## src/rtl/vga_pkg.sv

```systemverilog
// Shared VGA stream widths, colour constants and the timing bundle type.
// Used by draw_rect_render and vga_timing_delay.
package vga_pkg;

    localparam int CNT_W   = 11;
    localparam int COLOR_W = 12;
    localparam int POS_W   = 12;

    localparam logic [COLOR_W-1:0] COLOR_BLACK = 12'h000;
    localparam logic [COLOR_W-1:0] COLOR_RED   = 12'hF00;
    localparam logic [COLOR_W-1:0] COLOR_GREEN = 12'h0F0;
    localparam logic [COLOR_W-1:0] COLOR_BLUE  = 12'h00F;
    localparam logic [COLOR_W-1:0] COLOR_WHITE = 12'hFFF;

    typedef struct packed {
        logic [CNT_W-1:0] hcount;
        logic [CNT_W-1:0] vcount;
        logic             hsync;
        logic             vsync;
        logic             hblnk;
        logic             vblnk;
    } vga_timing_t;

    // Half-open interval test on unsigned 13-bit values: lo <= val < hi.
    function automatic logic in_span(input logic [12:0] val,
                                     input logic [12:0] lo,
                                     input logic [12:0] hi);
        return (val >= lo) && (val < hi);
    endfunction

endpackage

```

## src/rtl/vga_timing_delay.sv

```systemverilog
// N-stage register chain for the VGA timing bundle, synchronous active-high reset.
// Keeps timing outputs aligned with the colour pipeline by construction.
module vga_timing_delay
    import vga_pkg::*;
#(
    parameter int N = 2
) (
    input  logic        clk,
    input  logic        rst,
    input  vga_timing_t in_timing,
    output vga_timing_t out_timing
);

    vga_timing_t stage_q [N];
    vga_timing_t stage_d [N];

    always_comb begin
        stage_d[0] = in_timing;
        for (int i = 1; i < N; i++) begin
            stage_d[i] = stage_q[i-1];
        end
        if (rst) begin
            for (int i = 0; i < N; i++) begin
                stage_d[i] = '0;
            end
        end
    end

    always_ff @(posedge clk) begin
        for (int i = 0; i < N; i++) begin
            stage_q[i] <= stage_d[i];
        end
    end

    assign out_timing = stage_q[N-1];

endmodule

```

## src/rtl/draw_rect_render.sv

```systemverilog
// Overlays a RECT_W x RECT_H rectangle on the VGA pixel stream, 2-cycle latency.
// Define DRAW_RECT_BORDER_EN to draw only a BORDER_W-thick outline instead of a fill.
module draw_rect_render
    import vga_pkg::*;
#(
    parameter int                 RECT_W     = 48,
    parameter int                 RECT_H     = 64,
    parameter logic [COLOR_W-1:0] RECT_COLOR = 12'hF00,
    parameter int                 BORDER_W   = 2
) (
    input  logic               clk,
    input  logic               rst,
    input  logic [POS_W-1:0]   xpos,
    input  logic [POS_W-1:0]   ypos,
    input  logic [CNT_W-1:0]   in_hcount,
    input  logic [CNT_W-1:0]   in_vcount,
    input  logic               in_hsync,
    input  logic               in_vsync,
    input  logic               in_hblnk,
    input  logic               in_vblnk,
    input  logic [COLOR_W-1:0] in_rgb,
    output logic [CNT_W-1:0]   out_hcount,
    output logic [CNT_W-1:0]   out_vcount,
    output logic               out_hsync,
    output logic               out_vsync,
    output logic               out_hblnk,
    output logic               out_vblnk,
    output logic [COLOR_W-1:0] out_rgb
);

`ifdef DRAW_RECT_BORDER_EN
    localparam logic OUTLINE_ONLY = 1'b1;
`else
    localparam logic OUTLINE_ONLY = 1'b0;
`endif

    localparam logic [12:0] W_EXT  = 13'(RECT_W);
    localparam logic [12:0] H_EXT  = 13'(RECT_H);
    localparam logic [12:0] BW_EXT = 13'(BORDER_W);

    logic               vblnk_prev_q, vblnk_prev_d;
    logic [POS_W-1:0]   x_lat_q, x_lat_d;
    logic [POS_W-1:0]   y_lat_q, y_lat_d;
    logic [COLOR_W-1:0] rgb_d1_q, rgb_d1_d;
    logic               hit_q, hit_d;
    logic               blank_q, blank_d;
    logic [COLOR_W-1:0] rgb_q, rgb_d;

    logic [12:0] hc_ext, vc_ext;
    logic [12:0] x_lo, x_hi, y_lo, y_hi;
    logic        hit_x, hit_y, on_edge;

    vga_timing_t in_timing;
    vga_timing_t out_timing;

    // Position is sampled only on the vblank rising edge so a frame never tears.
    always_comb begin
        vblnk_prev_d = in_vblnk;
        x_lat_d      = x_lat_q;
        y_lat_d      = y_lat_q;
        if (in_vblnk && !vblnk_prev_q) begin
            x_lat_d = xpos;
            y_lat_d = ypos;
        end
        if (rst) begin
            vblnk_prev_d = 1'b0;
            x_lat_d      = '0;
            y_lat_d      = '0;
        end
    end

    // 13-bit bounds cannot wrap, so a rectangle past the edge is simply clipped.
    always_comb begin
        hc_ext  = {2'b00, in_hcount};
        vc_ext  = {2'b00, in_vcount};
        x_lo    = {1'b0, x_lat_q};
        y_lo    = {1'b0, y_lat_q};
        x_hi    = x_lo + W_EXT;
        y_hi    = y_lo + H_EXT;
        hit_x   = in_span(hc_ext, x_lo, x_hi);
        hit_y   = in_span(vc_ext, y_lo, y_hi);
        on_edge = (hc_ext <  x_lo + BW_EXT) ||
                  (hc_ext >= x_hi - BW_EXT) ||
                  (vc_ext <  y_lo + BW_EXT) ||
                  (vc_ext >= y_hi - BW_EXT);
    end

    always_comb begin
        rgb_d1_d = in_rgb;
        blank_d  = in_hblnk | in_vblnk;
        hit_d    = hit_x && hit_y && (!OUTLINE_ONLY || on_edge);
        if (rst) begin
            rgb_d1_d = '0;
            blank_d  = 1'b0;
            hit_d    = 1'b0;
        end
    end

    always_comb begin
        if (blank_q) begin
            rgb_d = COLOR_BLACK;
        end else if (hit_q) begin
            rgb_d = RECT_COLOR;
        end else begin
            rgb_d = rgb_d1_q;
        end
        if (rst) begin
            rgb_d = '0;
        end
    end

    always_ff @(posedge clk) begin
        vblnk_prev_q <= vblnk_prev_d;
        x_lat_q      <= x_lat_d;
        y_lat_q      <= y_lat_d;
        rgb_d1_q     <= rgb_d1_d;
        hit_q        <= hit_d;
        blank_q      <= blank_d;
        rgb_q        <= rgb_d;
    end

    assign in_timing.hcount = in_hcount;
    assign in_timing.vcount = in_vcount;
    assign in_timing.hsync  = in_hsync;
    assign in_timing.vsync  = in_vsync;
    assign in_timing.hblnk  = in_hblnk;
    assign in_timing.vblnk  = in_vblnk;

    vga_timing_delay #(
        .N (2)
    ) u_timing_delay (
        .clk        (clk),
        .rst        (rst),
        .in_timing  (in_timing),
        .out_timing (out_timing)
    );

    assign out_hcount = out_timing.hcount;
    assign out_vcount = out_timing.vcount;
    assign out_hsync  = out_timing.hsync;
    assign out_vsync  = out_timing.vsync;
    assign out_hblnk  = out_timing.hblnk;
    assign out_vblnk  = out_timing.vblnk;
    assign out_rgb    = rgb_q;

endmodule
```

## config.mk

```make
export PLATFORM = sky130hd
export DESIGN_NAME = draw_rect_render
export DESIGN_NICKNAME = d
export VERILOG_FILES = /design/src/rtl/vga_pkg.sv /design/src/rtl/vga_timing_delay.sv /design/src/rtl/draw_rect_render.sv
export SDC_FILE = /design/constraint.sdc
export NUM_CORES = 1
export LEC_CHECK = 0
export ABC_AREA = 1
export CAP_MARGIN = 20
export CORE_MARGIN = 2
export CORE_UTILIZATION = 50
export CTS_CLUSTER_DIAMETER = 60
export DETAILED_ROUTE_END_ITERATION = 12
export GPL_TIMING_DRIVEN = 0
export HOLD_SLACK_MARGIN = 0.05
export PLACE_DENSITY = 0.81
export REMOVE_ABC_BUFFERS = 1
export SLEW_MARGIN = 20
export SYNTH_ARGS = -nofsm -noshare
export SYNTH_HDL_FRONTEND = slang
export SYNTH_SLANG_ARGS = --single-unit
```

## constraint.sdc

```tcl
create_clock -name clk -period 5 [get_ports clk]
set_input_delay 0.75 -clock clk [delete_from_list [all_inputs] [get_ports clk]]
set_output_delay 0.75 -clock clk [all_outputs]
set_load 0.1 [all_outputs]
```

==> results of run 1 <==
final timing paths:
kind                              endpoint  depth (start not counted)
min          u_timing_delay.stage_q[0][36]                          2
max reg2reg                          hit_q                         12
max                          out_hcount[8]                          1
min reg2reg  u_timing_delay.stage_q[0][36]                          2
cells in the mapped netlist:
cell	instances	area (sq um)
xor2_1	6	52.55
nor3_1	3	15.01
xnor2_1	1	8.760
clkbuf_1	6	22.52
nand4_1	2	12.51
ha_1	36	450.4
buf_1	5	18.77
or2_0	1	6.260
nor3b_1	1	7.510
nor2_1	101	379.1
or2_2	1	6.260
a21o_1	1	7.510
inv_1	119	446.7
dfxtp_1	102	2042
clkinv_1	1	3.750
buf_2	3	15.01
nand2_1	62	232.7
nand2_2	2	12.51
buf_4	22	165.2
nor2_2	2	12.51
nand3_1	19	95.09
nor2_4	1	11.26
a21oi_1	34	170.2
nand3_2	1	10.01
o21ai_0	27	135.1
inv_2	2	7.510
o21a_1	1	7.510
registers in the layout, summed over array words and instances, names as in the netlist:
register	flops
rgb_d1_q	12
y_lat_q	12
blank_q	1
x_lat_q	12
u_timing_delay.stage_q	52
hit_q	1
out_rgb	12
final cells by class:
cell class | count | area, sq um | area share (%)
tap | 108 | 135.1 | 2.462
timing repair buffer | 102 | 1026 | 18.70
multi-input combinational | 302 | 1633 | 29.75
sequential | 102 | 2042 | 37.21
clock buffer | 9 | 123.9 | 2.257
inverter | 122 | 457.9 | 8.345
clock inverter | 6 | 70.07 | 1.277
per-stage QoR:
stage          setup WS [ns]  total power [uW]  area [sq um]  cells  util [%]
6_report               2.425              1741          5488    751     63.86
3_5_place_dp           1.868              1246          5294    736     61.60
5_1_grt                2.373              1832          5488    751     63.86
3_3_place_gp          0.6944              1233          5279    735     61.43
2_1_floorplan          2.957              1121          4133    526         -
4_1_cts                2.233              1757          5488    751     63.86
worst min-delay path, stage by stage (launching register included):
cell	delay [ns]
dfxtp_1	0.31
inv_1	0.04
nor2_1	0.03
power groups by stage:
| stage | Sequential, uW | Clock [uW] | Combinational, uW |
|---|---|---|---|
| floorplan | 979 | 0 | 142 |
| global placement | 892 | 0 | 341 |
| detailed placement | 895 | 0 | 351 |
| CTS | 876 | 527 | 355 |
| global route | 881 | 558 | 393 |
| finish | 876 | 514 | 351 |
layer usage:
layer	GRT usage [%]	routed length [microns]	vias to the layer above
met4	5.983	106	0
met2	33.55	4165	83
li1	-	-	1818
met5	0	0	-
met3	4.317	375	10
met1	21.06	3654	1511
cells by family after synthesis:
family | after synthesis
AND/OR/NAND/NOR | 196
adder cells (fa/ha/maj) | 36
flip-flops | 102
XOR/XNOR | 7
buffers and inverters | 158
AO/OA/AOI/OAI | 63
==> summary.txt, run 1 <==
Clocking
  • Post-cts repair resize count: 0
  • Number of buffers on the longest clock path: 2
  • Number of hold buffers added after CTS: 0
  • Setup fix buffers added after clock tree synthesis: 0
  • Clock slew at reported path FFs: 0.11 ns
  • TritonCTS clock tree: done
  • Total clock buffers created by CTS: 9
  • Clk sink count: 102
  • Latest clock arrival within the worst-skew pair: 0.35 ns
  • CTS Root Buffer Type: clkbuf_8
  • H-tree lvl count: 3

Layout
  • Commonest non-fill, non-tap cell in the layout: inv_1
  • P&R area growth vs syn: 26.03%
  • Commonest cells after routing, fill and taps aside: 119 x inv_1, 102 x dfxtp_1, 101 x nor2_1
  • Diodes inserted: 0
  • Number of nets in the layout: 739
  • FILL cells: 737
  • Fraction of final layout cells with drive strength greater than 1: 4.199%

Synth
  • Post-synth cell types: 27
  • Register area share after synthesis: 46.90%
  • Count of state elements after synthesis: 102
  • Cell area after synthesis: 0.004354 sq mm
  • Synth Instances: 562
  • Total of warnings raised by yosys: 0
  • Multiplexer area fraction after synthesis: 0%
  • Xor/xnor cell area share of the yosys netlist: 1.408%
  • Adder-Cell Fraction of Synth Area: 10.34%
  • Avg Synthesized Cell Area: 7.748 sq um
  • Compound-Gate Fraction of Synth Area: 7.356%
  • Simple-gate area share of the yosys netlist: 18.39%
  • Main combinational cell family by area after synthesis: simple AND/OR/NAND/NOR gates

Power and ir drop
  • Power density over cell area: 317.2 mW/mm^2
  • IR drop worst, VDD: 163.3 uV
  • Sw Share: 29.74%
  • Power share of the clock group: 29.5%
  • Switching Power: 517.7 uW
  • Sequential share of power: 50.3%
  • Pint: 1223 uW
  • Static leakage power: 0.002596 uW
  • Relative contribution of combinational cells to total power: 20.2%

Setup path
  • Buffer and inverter count on the worst path: 1
  • Crit-path leading delay family: buffers and inverters
  • FF-to-FF setup slack: 3.01 ns
  • Startpoint type of the worst setup path: register
  • Worst Path Max Fanout: 1
  • Arrival time at the worst endpoint: 1.82 ns
  • Critical path's largest stage delay: 1.15 ns
  • Launching element of the worst setup path: u_timing_delay.stage_q[0][49]
  • Critical path data required time: 4.25 ns
  • Worst-path cell with the longest stage delay: clkdlybuf4s50_1
  • Type of element capturing the critical path: primary output
  • Worst Path Class, Setup: reg -> out
  • Series of cell instances along the critical path: clkdlybuf4s50_1
  • Critical R2R Launch: x_lat_q[4]

Route
  • Vias per cell: 4.557
  • Post-route DRC: 0
  • TritonRoute pass-1 iters: 5
  • Antenna violation net count after detailed routing: 0
  • Wire length after detailed routing: 8301 microns
  • Detailed Route Iter0 Violations: 128
  • Wire length per cell after detailed routing: 11.05 microns
  • Total number of vias: 3422

Global routing
  • Overall track demand over capacity in global routing: 18.34%
  • Wire length of the first global-routing pass: 14430 microns
  • Initial antenna violation count: 0
  • Vias in the first global route: 3402
  • Pin count of the biggest net entering global routing: 47
  • Total overflow reported by the global router: 0

Run
  • # Max-Cap Violations: 0

Placed design
  • Global placer's final weighted congestion: 0.8209
  • Final HPWL DP: 6260 microns
  • Count of input and output buffers: 101

STA
  • Number of pins exceeding their max-slew limit in the final report: 0
  • Setup total negative slack: 0 ns
  • Post-layout minimum cycle time: 2.575 ns
  • Setup repair after global routing missed its margin: false
  • Final worst path period share: 51.49%
  • Final hold violations: 0
  • Actual slew at the worst max-slew pin: 0.9961 ns
  • Final setup fails: 0
  • Hold_ws: 0.3925 ns
  • Largest clock skew in the final design: 0.01264 ns
  • Tightest slew margin relative to the limit: 33.38%
  • Maximum clock frequency: 388.4 MHz

Die
  • Total core area: 0.008593 sq mm
  • Number of top-level pins: 102
  • Chip width: 97.32 microns
  • Initial Utilization: 50.67%
  • Number of rows created at floorplan: 34
  • Die area: 0.009471 sq mm
  • Chip Height: 97.32 microns

Hold path
  • Kind of path behind the tightest hold check: reg -> reg
  • Hold Path Origin: u_timing_delay.stage_q[0][10]

Run status
  • Result of the run: finished, final reports clean
(Power assumes the default switching activity.)
==> inputs of run 2 (changes only) <==
--- a/config.mk
+++ b/config.mk
@@ -8,12 +8,12 @@
 export ABC_AREA = 1
 export CAP_MARGIN = 20
 export CORE_MARGIN = 2
-export CORE_UTILIZATION = 50
+export CORE_UTILIZATION = 45
 export CTS_CLUSTER_DIAMETER = 60
 export DETAILED_ROUTE_END_ITERATION = 12
 export GPL_TIMING_DRIVEN = 0
 export HOLD_SLACK_MARGIN = 0.05
-export PLACE_DENSITY = 0.81
+export PLACE_DENSITY = 0.77
 export REMOVE_ABC_BUFFERS = 1
 export SLEW_MARGIN = 20
 export SYNTH_ARGS = -nofsm -noshare
==> constraint.sdc (replaced) <==
create_clock -name clk -period 2.2 [get_ports clk]
set_input_delay 0.33 -clock clk [delete_from_list [all_inputs] [get_ports clk]]
set_output_delay 0.33 -clock clk [all_outputs]
set_load 0.1 [all_outputs]
==> summary.txt, run 2 (synthesis results as in run 1) <==
Setup path
  • Critical path data required time: 1.87 ns (-2.38 ns)
  • Worst-path cell with the longest stage delay: clkdlybuf4s50_1
  • FF-to-FF setup slack: 0.25 ns (-2.76 ns)
  • Reg2Reg Capture Point: hit_q
  • Buffer and inverter count on the worst path: 1 (unchanged)
  • Crit-path leading delay family: buffers and inverters
  • Worst Path Class, Setup: reg -> out
  • Type of element capturing the critical path: primary output
  • Startpoint type of the worst setup path: register
  • Number of cells on the worst reg-to-reg path: 12 (unchanged)
  • Critical R2R Launch: x_lat_q[4]
  • Critical path's largest stage delay: 1.13 ns (-0.02 ns)
  • Arrival time at the worst endpoint: 1.81 ns (about the same)
  • Series of cell instances along the critical path: clkdlybuf4s50_1
  • Worst Path Max Fanout: 1 (unchanged)

Die
  • Total core area: 0.009328 sq mm (+8.5%)
  • Number of top-level pins: 102 (unchanged)
  • Chip width: 102.4 microns (+5.2%)
  • Number of rows created at floorplan: 35 (+2.9%)
  • Chip Height: 102.4 microns (+5.2%)
  • Initial Utilization: 46.68% (-4.0 points)
  • Die area: 0.01048 sq mm (+11%)

STA
  • Post-layout minimum cycle time: 2.142 ns
  • Final Worst Setup Slack: 0.05829 ns (-2.367 ns)
  • Final worst path period share: 97.35%
  • Largest clock skew in the final design: 0.01098 ns (-0.001658 ns)
  • Hold_ws: 0.3815 ns (-0.01103 ns)
  • Tightest slew margin relative to the limit: 32.23% (-1.2 points)
  • Setup repair after global routing missed its margin: false
  • Final setup fails: 0 (unchanged)
  • Final hold violations: 0 (unchanged)
  • Maximum clock frequency: 466.9 MHz
  • Actual slew at the worst max-slew pin: 1.015 ns (+0.01876 ns)
  • Number of pins exceeding their max-slew limit in the final report: 0 (unchanged)

Hold path
  • Kind of path behind the tightest hold check: in -> reg
  • Hold-critical path endpoint: u_timing_delay.stage_q[0][35]
  • Hold Path Origin: rst
  • Cells on Worst Hold Path: 2 (unchanged)

Route
  • Total number of vias: 3368 (-1.6%)
  • Antenna violation net count after detailed routing: 0 (unchanged)
  • Wire length after detailed routing: 8134 microns (-2.0%)
  • TritonRoute pass-1 iters: 6 (+1)
  • Wire length per cell after detailed routing: 10.54 microns (-4.7%)
  • Post-route DRC: 0 (unchanged)
  • Detailed Route Iter0 Violations: 75 (-41%)
  • Vias per cell: 4.363 (-4.3%)

Power and ir drop
  • IR drop worst, VDD: 349.2 uV (+110%)
  • Total Power: 3872 uW (+120%)
  • Static leakage power: 0.002693 uW (+3.8%)
  • Power density over cell area: 702.1 mW/mm^2 (+120%)

Layout
  • Fraction of final layout cells with drive strength greater than 1: 4.199% (unchanged)
  • Share of the core filled with cells in the final layout: 59.13% (-4.7 points)
  • Register with the highest flop count: u_timing_delay.stage_q
  • Diodes inserted: 0 (unchanged)
  • FILL cells: 834 (+13%)
  • P&R area growth vs syn: 26.67%
  • Number of nets in the layout: 739 (unchanged)
  • Number of flip-flops under the largest register name: 52 (unchanged)
  • Commonest cells after routing, fill and taps aside: 119 x inv_1, 102 x dfxtp_1, 101 x nor2_1
  • Number of cells in the finished layout apart from fillers: 772 (+2.8%)
  • Commonest non-fill, non-tap cell in the layout: inv_1

Global routing
  • Total overflow reported by the global router: 0 (unchanged)
  • Wire length of the first global-routing pass: 13500 microns (-6.5%)
  • Vias in the first global route: 3199 (-6.0%)
  • Pin count of the biggest net entering global routing: 47 (unchanged)
  • Initial antenna violation count: 0 (unchanged)
  • Overall track demand over capacity in global routing: 16.12% (-2.2 points)

Clocking
  • Clk sink count: 102 (unchanged)
  • H-tree lvl count: 3 (unchanged)
  • Latest clock arrival within the worst-skew pair: 0.36 ns (about the same)
  • Setup fix buffers added after clock tree synthesis: 0 (unchanged)
  • Number of buffers on the longest clock path: 2 (unchanged)
  • CTS Root Buffer Type: clkbuf_8
  • Total clock buffers created by CTS: 9 (unchanged)
  • TritonCTS clock tree: done
  • Clock slew at reported path FFs: 0.10 ns (about the same)

Run
  • # Max-Cap Violations: 0 (unchanged)

Placed design
  • DP Worst Slack: -0.4725 ns (-2.341 ns)
  • Final HPWL DP: 6235 microns (-0.39%)
  • Count of input and output buffers: 101 (unchanged)
  • Global placer's final weighted congestion: 0.8221 (+0.15%)
  • Placed Instances: 757 (+2.9%)

Run status
  • Result of the run: finished, final reports clean
-- run 2: metal layers --
metal | vias to the layer above | GRT usage [%] | routed length, microns
li1 | 1822 | - | -
met1 | 1451 | 19.97 | 3852
met2 | 81 | 27.73 | 3760
met3 | 14 | 3.078 | 393
met4 | 0 | 6.256 | 127
met5 | - | 0 | 0
-- run 2: repair_timing --
action,in CTS,in global routing
hold endpoints to repair,0,0
resized for setup,2,6
hold buffers,0,0
endpoints found under the setup margin,21,6
-- run 2: final cells by class --
type                    instances  area (sq um)  share of cell area (%)
clock inverters                 6         56.30                   1.021
clock buffers                   9         123.9                   2.246
inverters                     122         459.2                   8.326
well taps                     129         161.4                   2.927
multi-input cells             302          1633                   29.61
flip-flops and latches        102          2042                   37.02
repair buffers                102          1040                   18.85
-- run 2: how the worst max path moves through the flow --
stage,startpoint,to,slack [ns],depth (start not counted)
after CTS,u_timing_delay.stage_q[0][49],out_hcount[8],0.03,1
after detailed placement,in_vblnk,y_lat_q[8],-0.47,6
after global placement,rst,hit_q,-1.76,6
after floorplan,x_lat_q[4],hit_q,0.51,12
after global routing,u_timing_delay.stage_q[0][37],out_vcount[7],0.00009,1
final,u_timing_delay.stage_q[0][43],out_hcount[2],0.06,1
-- run 2: report_power, final --
group	switching, uW	internal (uW)
Combinational	494	302
Clock	660	427
Sequential	42.8	1950
Total	1200	2670
-- run 2: stage by stage --
| stage | area, sq um | setup TNS (ns) |
|---|---|---|
| after global placement | 5305 | -83.42 |
| after global routing | 5515 | 0 |
| after CTS | 5500 | 0 |
| final | 5515 | 0 |
| after detailed placement | 5320 | -9.510 |
| after floorplan | 4133 | 0 |
==> inputs of run 3 (changes only) <==
--- a/config.mk
+++ b/config.mk
@@ -13,6 +13,7 @@
 export DETAILED_ROUTE_END_ITERATION = 12
 export GPL_TIMING_DRIVEN = 0
 export HOLD_SLACK_MARGIN = 0.05
+export MAX_ROUTING_LAYER = met4
 export PLACE_DENSITY = 0.77
 export REMOVE_ABC_BUFFERS = 1
 export SLEW_MARGIN = 20
==> summary.txt, run 3 (synthesis results as in run 1) <==
Clocking
  • Setup fix buffers added after clock tree synthesis: 0 (unchanged)
  • Clk sink count: 102 (unchanged)
  • Total clock buffers created by CTS: 9 (unchanged)
  • Post-cts repair resize count: 1 (-1)
  • Number of buffers on the longest clock path: 2 (unchanged)
  • Number of hold buffers added after CTS: 0 (unchanged)
  • Clock slew at reported path FFs: 0.10 ns (about the same)
  • H-tree lvl count: 3 (unchanged)
  • Latest clock arrival within the worst-skew pair: 0.36 ns (about the same)
  • CTS Root Buffer Type: clkbuf_8
  • TritonCTS clock tree: done

Route
  • Antenna violation net count after detailed routing: 0 (unchanged)
  • Wire length per cell after detailed routing: 10.53 microns (about the same)
  • Total number of vias: 3351 (-0.50%)
  • Post-route DRC: 0 (unchanged)
  • TritonRoute pass-1 iters: 6 (unchanged)
  • Wire length after detailed routing: 8129 microns (about the same)
  • Detailed Route Iter0 Violations: 76 (+1.3%)
  • Vias per cell: 4.341 (-0.50%)

Die
  • Die area: 0.01048 sq mm (unchanged)
  • Total core area: 0.009328 sq mm (unchanged)
  • Number of top-level pins: 102 (unchanged)
  • Number of rows created at floorplan: 35 (unchanged)
  • Chip Height: 102.4 microns (unchanged)
  • Initial Utilization: 46.68% (unchanged)
  • Chip width: 102.4 microns (unchanged)

STA
  • Setup repair after global routing missed its margin: false
  • Final hold violations: 0 (unchanged)
  • Final setup fails: 0 (unchanged)
  • Final worst path period share: 97.40% (about the same)
  • Setup total negative slack: 0 ns (unchanged)
  • Post-layout minimum cycle time: 2.143 ns (+0.001157 ns)
  • Number of pins exceeding their max-slew limit in the final report: 0 (unchanged)
  • Tightest slew margin relative to the limit: 31.58% (-0.65 points)
  • Actual slew at the worst max-slew pin: 1.025 ns (+0.009793 ns)
  • Maximum clock frequency: 466.7 MHz (about the same)
  • Largest clock skew in the final design: 0.01070 ns (-0.0002767 ns)

Setup path
  • Critical path's largest stage delay: 1.13 ns (about the same)
  • Worst Path Max Fanout: 1 (unchanged)
  • Type of element capturing the critical path: primary output
  • Buffer and inverter count on the worst path: 1 (unchanged)
  • FF-to-FF setup slack: 0.21 ns (-0.04 ns)
  • Launching element of the worst setup path: u_timing_delay.stage_q[0][42]
  • Worst-path cell with the longest stage delay: clkdlybuf4s50_1
  • Critical R2R Launch: x_lat_q[4]
  • Critical path data required time: 1.87 ns (about the same)
  • Worst Path Class, Setup: reg -> out
  • Series of cell instances along the critical path: clkdlybuf4s50_1
  • Crit-path leading delay family: buffers and inverters
  • Startpoint type of the worst setup path: register
  • Arrival time at the worst endpoint: 1.81 ns (about the same)

Global routing
  • Wire length of the first global-routing pass: 13470 microns (-0.26%)
  • Overall track demand over capacity in global routing: 16.67% (+0.55 points)
  • Vias in the first global route: 3236 (+1.2%)
  • Pin count of the biggest net entering global routing: 47 (unchanged)
  • Initial antenna violation count: 0 (unchanged)
  • Total overflow reported by the global router: 0 (unchanged)

Hold path
  • Kind of path behind the tightest hold check: in -> reg
  • Hold Path Origin: rst

Layout
  • Fraction of final layout cells with drive strength greater than 1: 4.199% (unchanged)
  • Summed area of non-filler cells in the final layout: 0.005514 sq mm (about the same)
  • P&R area growth vs syn: 26.64% (about the same)
  • Register with the highest flop count: u_timing_delay.stage_q
  • Commonest cells after routing, fill and taps aside: 119 x inv_1, 102 x dfxtp_1, 101 x nor2_1
  • FILL cells: 833 (-0.12%)
  • Diodes inserted: 0 (unchanged)
  • Number of flip-flops under the largest register name: 52 (unchanged)
  • Share of the core filled with cells in the final layout: 59.11% (about the same)
  • Number of nets in the layout: 739 (unchanged)
  • Commonest non-fill, non-tap cell in the layout: inv_1

Power and ir drop
  • IR drop worst, VDD: 280.0 uV (-20%)
  • Power density over cell area: 704.1 mW/mm^2 (+0.28%)
  • Static leakage power: 0.002674 uW (-0.72%)
  • Total Power: 3882 uW (+0.26%)

Placed design
  • Global placer's final weighted congestion: 0.8267 (+0.56%)
  • Count of input and output buffers: 101 (unchanged)
  • Dpl cell area: 0.005320 sq mm (unchanged)
  • Final HPWL DP: 6122 microns (-1.8%)

Run
  • # Max-Cap Violations: 0 (unchanged)

Run status
  • Result of the run: finished, final reports clean
==> run 3: cell count changes in the layout (fill, tap and decap cells not counted) <==
cell | previous run | this run
clkdlybuf4s50_1 | 93 | 95
dlygate4sd2_1 | 1 | 0
dlymetal6s2s_1 | 6 | 5
==> run 3: layer usage <==
metal / up-vias / global-route usage, % / share of wire [%] / wire, microns
met5: - / - / 0 / 0
met4: 0 / 6.051 / 0.89 / 72
met3: 6 / 2.941 / 3.9 / 321
met2: 74 / 28.29 / 48 / 3941
met1: 1452 / 19.83 / 47 / 3794
li1: 1819 / - / - / -
==> run 3: path summary, 6_finish.rpt <==
kind | endpoint | cells past startpoint
worst min register to register | u_timing_delay.stage_q[0][49] | 2
worst max-delay path | out_hcount[1] | 1
worst min-delay path | u_timing_delay.stage_q[0][35] | 2
worst max register to register | hit_q | 12
==> run 3: stage by stage <==
stage	hold WS [ns]	setup slack (ns)	instances
floorplan	0.3883	0.5141	526
detailed placement	0.3961	-0.4526	757
global route	0.3955	0.001814	772
global placement	0.3890	-1.771	756
CTS	0.3679	0.001458	772
finish	0.3786	0.05713	772
==> run 3: layout make-up <==
type                    count  area, sq um  area share [%]
multi-input cells         302         1633           29.61
flip-flops and latches    102         2042           37.03
clock buffers               9        123.9           2.246
inverters                 122        459.2           8.328
clock inverters             6        56.30           1.021
repair buffers            102         1039           18.83
well taps                 129        161.4           2.927
==> run 3: power by group <==
group	internal [uW]	switching [uW]
Combinational	303	494
Clock	428	669
Sequential	1950	43.1
Total	2680	1210
